**src/rtl/add_seq_pkg.sv**
```systemverilog
// Shared constants and helpers for the byte-serial add/subtract sequencer.
package add_seq_pkg;

    localparam int unsigned BYTE_W = 8;

    localparam logic [1:0] ST_IDLE = 2'd0;
    localparam logic [1:0] ST_RUN  = 2'd1;
    localparam logic [1:0] ST_DONE = 2'd2;

    // Ceiling log2 for small positive values (0 for n <= 1).
    function automatic int unsigned clog2(input int unsigned n);
        int unsigned r;
        r = 0;
        for (int unsigned i = 0; i < 31; i++) begin
            if ((32'd1 << i) < n) r = i + 1;
        end
        return r;
    endfunction

    // Byte index width; never narrower than one bit so NBYTES=1 still has a register.
    function automatic int unsigned idx_width(input int unsigned n);
        return (clog2(n) > 0) ? clog2(n) : 1;
    endfunction

endpackage

```
**src/rtl/ADD8bit.sv**
```systemverilog
// Existing 8-bit ripple-carry adder shared by the sequencer.
module ADD8bit (
    input  logic [7:0] a8bit,
    input  logic [7:0] b8bit,
    input  logic       inputCarry8bit,
    output logic [7:0] sum8bit,
    output logic       outputCarry8bit
);

    logic [8:0] carry;

    // Ripple the carry through eight full-adder cells.
    always_comb begin
        carry    = '0;
        sum8bit  = '0;
        carry[0] = inputCarry8bit;
        for (int i = 0; i < 8; i++) begin
            sum8bit[i]   = a8bit[i] ^ b8bit[i] ^ carry[i];
            carry[i + 1] = (a8bit[i] & b8bit[i]) | (carry[i] & (a8bit[i] ^ b8bit[i]));
        end
        outputCarry8bit = carry[8];
    end

endmodule

```
**src/rtl/add8_seq_ctrl.sv**
```systemverilog
// Byte-serial W-bit add/subtract sequencer driving one shared ADD8bit, LSB byte first.
module add8_seq_ctrl
    import add_seq_pkg::*;
#(
    parameter int unsigned NBYTES = 4
) (
    input  logic                       clk,
    input  logic                       rst_n,
    input  logic                       start,
    input  logic                       sub,
    input  logic [BYTE_W*NBYTES-1:0]   opA,
    input  logic [BYTE_W*NBYTES-1:0]   opB,
    input  logic                       abort,
    output logic                       busy,
    output logic                       done,
    output logic [BYTE_W*NBYTES-1:0]   result,
    output logic                       carryOut,
    output logic                       overflow,
    output logic                       zero
);

    localparam int unsigned W     = BYTE_W * NBYTES;
    localparam int unsigned IDX_W = idx_width(NBYTES);
    localparam logic [IDX_W-1:0] IDX_LAST = IDX_W'(NBYTES - 1);

    logic [1:0]       state_q;
    logic [1:0]       state_nxt;

    logic [W-1:0]     a_q;
    logic [W-1:0]     b_q;
    logic [W-1:0]     shadow_q;
    logic             carry_q;
    logic [IDX_W-1:0] idx_q;

    logic [W-1:0]     a_d;
    logic [W-1:0]     b_d;
    logic [W-1:0]     shadow_d;
    logic             carry_d;
    logic [IDX_W-1:0] idx_d;
    logic [W-1:0]     result_d;
    logic             carry_out_d;
    logic             overflow_d;
    logic             zero_d;
    logic             busy_d;
    logic             done_d;

    logic             accept_c;
    logic             last_c;
    logic [BYTE_W-1:0] a_byte_c;
    logic [BYTE_W-1:0] b_byte_c;
    logic [BYTE_W-1:0] sum_byte_c;
    logic             cout_byte_c;
    logic [W-1:0]     shadow_wr_c;

    assign accept_c = ((state_q == ST_IDLE) || (state_q == ST_DONE)) && start;
    assign last_c   = (idx_q == IDX_LAST);

    // Select the current operand byte and merge the adder output into the shadow image.
    always_comb begin
        a_byte_c    = a_q[32'(idx_q) * BYTE_W +: BYTE_W];
        b_byte_c    = b_q[32'(idx_q) * BYTE_W +: BYTE_W];
        shadow_wr_c = shadow_q;
        shadow_wr_c[32'(idx_q) * BYTE_W +: BYTE_W] = sum_byte_c;
    end

    ADD8bit u_add8 (
        .a8bit           (a_byte_c),
        .b8bit           (b_byte_c),
        .inputCarry8bit  (carry_q),
        .sum8bit         (sum_byte_c),
        .outputCarry8bit (cout_byte_c)
    );

    // State register.
    always_ff @(posedge clk or negedge rst_n) begin
        if (!rst_n) begin
            state_q <= ST_IDLE;
        end else begin
            state_q <= state_nxt;
        end
    end

    // Next-state logic: abort beats completion; DONE re-accepts start without a bubble.
    always_comb begin
        state_nxt = state_q;
        case (state_q)
            ST_IDLE: begin
                if (start) state_nxt = ST_RUN;
            end
            ST_RUN: begin
                if (abort)       state_nxt = ST_IDLE;
                else if (last_c) state_nxt = ST_DONE;
            end
            ST_DONE: begin
                state_nxt = start ? ST_RUN : ST_IDLE;
            end
            default: state_nxt = ST_IDLE;
        endcase
    end

    // Next values for datapath and outputs; visible results move only on completion.
    always_comb begin
        a_d         = a_q;
        b_d         = b_q;
        shadow_d    = shadow_q;
        carry_d     = carry_q;
        idx_d       = idx_q;
        result_d    = result;
        carry_out_d = carryOut;
        overflow_d  = overflow;
        zero_d      = zero;
        busy_d      = (state_nxt == ST_RUN);
        done_d      = (state_nxt == ST_DONE);

        if (accept_c) begin
            a_d      = opA;
            b_d      = sub ? ~opB : opB;
            carry_d  = sub;
            idx_d    = '0;
            shadow_d = '0;
        end else if ((state_q == ST_RUN) && !abort) begin
            shadow_d = shadow_wr_c;
            carry_d  = cout_byte_c;
            if (last_c) begin
                result_d    = shadow_wr_c;
                carry_out_d = cout_byte_c;
                overflow_d  = (a_q[W-1] == b_q[W-1]) && (sum_byte_c[BYTE_W-1] != a_q[W-1]);
                zero_d      = (shadow_wr_c == '0);
            end else begin
                idx_d = idx_q + IDX_W'(1);
            end
        end
    end

    // Datapath and output registers.
    always_ff @(posedge clk or negedge rst_n) begin
        if (!rst_n) begin
            a_q      <= '0;
            b_q      <= '0;
            shadow_q <= '0;
            carry_q  <= 1'b0;
            idx_q    <= '0;
            result   <= '0;
            carryOut <= 1'b0;
            overflow <= 1'b0;
            zero     <= 1'b0;
            busy     <= 1'b0;
            done     <= 1'b0;
        end else begin
            a_q      <= a_d;
            b_q      <= b_d;
            shadow_q <= shadow_d;
            carry_q  <= carry_d;
            idx_q    <= idx_d;
            result   <= result_d;
            carryOut <= carry_out_d;
            overflow <= overflow_d;
            zero     <= zero_d;
            busy     <= busy_d;
            done     <= done_d;
        end
    end

endmodule
```
**config.mk**
```make
export PLATFORM = sky130hd
export DESIGN_NAME = add8_seq_ctrl
export DESIGN_NICKNAME = d
export VERILOG_FILES = /design/src/rtl/add_seq_pkg.sv /design/src/rtl/ADD8bit.sv /design/src/rtl/add8_seq_ctrl.sv
export SDC_FILE = /design/constraint.sdc
export NUM_CORES = 1
export LEC_CHECK = 0
export CELL_PAD_IN_SITES_DETAIL_PLACEMENT = 1
export CELL_PAD_IN_SITES_GLOBAL_PLACEMENT = 2
export CORE_UTILIZATION = 34
export DETAILED_ROUTE_END_ITERATION = 8
export GPL_ROUTABILITY_DRIVEN = 0
export GPL_TIMING_DRIVEN = 0
export PLACE_DENSITY_LB_ADDON = 0.05
export SLEW_MARGIN = 15
export SYNTH_ARGS = -nofsm -noshare
export SYNTH_HDL_FRONTEND = slang
export SYNTH_SLANG_ARGS = --single-unit
```
**constraint.sdc**
```tcl
create_clock -name clk -period 7.6 [get_ports clk]
set_clock_uncertainty 0.2 [all_clocks]
set_input_delay 0.76 -clock clk [delete_from_list [all_inputs] [get_ports clk]]
set_output_delay 0.76 -clock clk [all_outputs]
set_load 0.01 [all_outputs]
```
==> impl_metrics.tcl <==
set metrics [dict create \
    ys_warn_count 0 \
    rsz0062_at_grt "no" \
    clockPowerShare 0.280 \
    core_area_um2 18900 \
    tightestPinTransition_ns 0.792 \
    drive_gt1_frac 0.0873 \
    hold_path_class "input pin to async pin" \
    seqPwrFrac 0.304 \
    synth_nets 759 \
    timing.hold.ws_ns 0.0164 \
    place_hpwl_um 14900 \
    grt_pass1_wl_um 32900 \
    wire_per_inst_um 19.2 \
    peakVddDrop_v 0.000292 \
    synthTopCellsByArea "dfrtp_1 (52%), nand2_1 (10%), mux4_2 (5.4%)" \
    path_clk_slew_ns 0.06 \
    port_buffers 104 \
    postCtsResizedCells 0 \
    fillCellCount 2174 \
    slowest_delay_ns 0.64 \
    synth_commonest_cells "nand2_1 (176), dfrtp_1 (138), o21ai_0 (71)" \
    vias_per_cell 5.08 \
    syn_inst 676 \
    synth_seq_cells 138 \
    status "completed" \
    cts_hold_buf 0 \
    clock-sinks 138 \
    synth_edf_count 0 \
    synth_top_cell_area_share 0.521 \
    cts_buffers 17 \
    drcViolationCount 0 \
    crit_fanout 10 \
    arrival_ns 6.86 \
    avgSynthCellArea_um2 9.81 \
    instances_no_fill 1073 \
    yosysSeqAreaShare 0.521 \
    antenna_left 0 \
    first_pass_iters 4 \
    io_pins 106 \
    slew_headroom 0.465 \
    dieArea_um2 20100 \
    finish.instance_area_um2 8710 \
    htreeDepth 4 \
    synth_flop_cell "dfrtp_1" \
    max_freq_mhz 149 \
    track_usage 0.219 \
    cts_tree "yes" \
    p_sw_mw 1.35 \
    async_flop_share 1.00 \
    grt_pass1_vias 5969 \
    setup_tns_ns 0 \
    drt-total-wl_um 20600 \
    syn2layout_area_growth_pct 31.3 \
    hold_viol 0 \
    clock_path_buffers 2 \
    initial_core_util 0.351 \
    cp_slowest_cell "clkbuf_1" \
    clk_latency_ns 0.43 \
    pwr-share-comb 0.416 \
    powerDensity_nw_per_um2 392 \
    grt_max_degree 92 \
    post-cts-setup-buffers 0 \
    first_iter_violations 234 \
    die_w_um 142 \
    startpoint_type "flip-flop" \
    worstSetupPathType "flip-flop to flip-flop" \
    finalNetCount 883 \
    cts-root-buf "clkbuf_16" \
    netSwitchingFraction 0.394 \
    yosysMostFrequentCell "nand2_1" \
    rows 50 \
    place_area_um2 8030 \
    synth_largest_area_cell "dfrtp_1" \
    p_int_mw 2.07 \
    worstPathRequired_ns 7.73 \
    maxCapViolations 0 \
    antenna_found_initial 0 \
    grt_remaining_overflow 0 \
    cpMostUsedCell "fa_1" \
    finalCritPeriodShare 0.885 \
    finalSetupViolCount 0 \
    crit_chain "clkbuf_1 > clkbuf_1 > mux4_2 > inv_1 > fa_1 > fa_1 > fa_1 > fa_1 > fa_1 > inv_1 > fa_1 > inv_1 > fa_1 > inv_1 > fa_1 > nor3b_2 > a41oi_1 > or4_1 > o31ai_1" \
    r2r_cells 19 \
    period_minus_slack_ns 6.73 \
    static-leakage-power_nw 3.78 \
    final_max_slew_viol_count 0 \
    synth_cell_types 41 \
    syn-cell-area_um2 6630 \
    ff_latch_area_um2 3450 \
    place_inst 1041 \
    multi_input_area_um2 2840 \
    vias 5450 \
    num_antenna_cells 0 \
    critPathCaptureType "flip-flop" \
    die_height_um 142 \
]
## cells in the final DEF, fill, tap and decap left out, types with 2 or more instances in the layout
master	synthesis	layout
a21oi_1	19	19
a221oi_1	6	6
a22o_1	8	8
a31oi_1	5	5
buf_2	13	13
bufinv_16	0	5
clkbuf_1	30	30
clkbuf_16	0	17
clkbuf_8	0	5
clkdlybuf4s50_1	0	103
clkinv_2	0	2
dfrtp_1	138	138
fa_1	8	8
ha_1	6	6
inv_1	39	39
mux4_2	16	16
nand2_1	176	176
nand3_1	4	4
nand4_1	3	3
nand4bb_1	2	2
nor2_1	35	35
nor2b_1	5	5
nor3_1	3	3
nor4_1	5	5
o21a_1	16	16
o21ai_0	71	71
o221ai_1	16	16
o22ai_1	2	2
o31ai_1	2	2
xnor2_1	32	32
## registers in the layout, summed over array words and instances, names as in the netlist
signal    flops
carryOut      1
done          1
carry_q       1
overflow      1
idx_q         2
a_q          32
result       32
shadow_q     32
state_q       2
zero          1
busy          1
b_q          32
## critical path, delay by kind of cell (launching register included)
kind,cells,cell delay (ns)
fa+ha+maj,8,2.97
mux,1,0.34
simple gates,2,0.84
compound gates,2,0.44
flops,1,0.40
buf+inv,6,1.44
## power groups by stage
| stage | clock network, mW | registers [mW] | logic [mW] |
|---|---|---|---|
| 4_1_cts | 0.971 | 1.04 | 1.43 |
| 6_report | 0.957 | 1.04 | 1.42 |
| 3_5_place_dp | 0 | 1.05 | 1.42 |
| 3_3_place_gp | 0 | 1.04 | 1.39 |
| 2_1_floorplan | 0 | 1.05 | 0.770 |
| 5_1_grt | 0.998 | 1.06 | 1.54 |
## stage by stage
stage / utilization / power [mW] / worst slack (ns)
5_1_grt: 0.461 / 3.60 / 0.584
3_5_place_dp: 0.425 / 2.46 / 0.907
3_3_place_gp: 0.423 / 2.43 / 0.0115
6_report: 0.461 / 3.41 / 0.871
2_1_floorplan: - / 1.82 / 2.01
4_1_cts: 0.461 / 3.43 / 0.839
## layout make-up
type,count,area share
Sequential cell,138,0.396
Multi-Input combinational cell,453,0.326
Timing Repair Buffer,105,0.123
Clock buffer,22,0.0567
Tap cell,260,0.0373
Buffer,45,0.0217
Clock inverter,10,0.0213
Inverter,40,0.0172
## kinds of logic after synthesis
family,share of synthesized area
AOI/OAI and AO/OA,0.138
xor gates and xnor gates,0.0423
adders and majority gates,0.0355
buffers and inverters,0.0511
DFF,0.521
muxes,0.0543
and+or+nand+nor,0.158
## metal layers
layer	part of all wire	wire length, µm	vias up	global-route usage
li1	-	-	2525	-
met1	0.44	8990	2777	0.274
met2	0.51	10500	126	0.382
met3	0.037	756	22	0.0327
met4	0.016	338	0	0.0792
met5	0	0	-	0
## worst paths after layout
check                      startpoint   endpoint  slack (ns)
setup reg to reg             idx_q[1]       zero        0.87
setup / recovery             idx_q[1]       zero        0.87
hold / removal                  rst_n  result[8]        0.02
max in group asynchronous       rst_n    b_q[15]        6.38
min in group clk              a_q[19]    a_q[19]        0.27
hold reg to reg               a_q[19]    a_q[19]        0.27
Note: power is estimated with default switching activity, not from simulation.
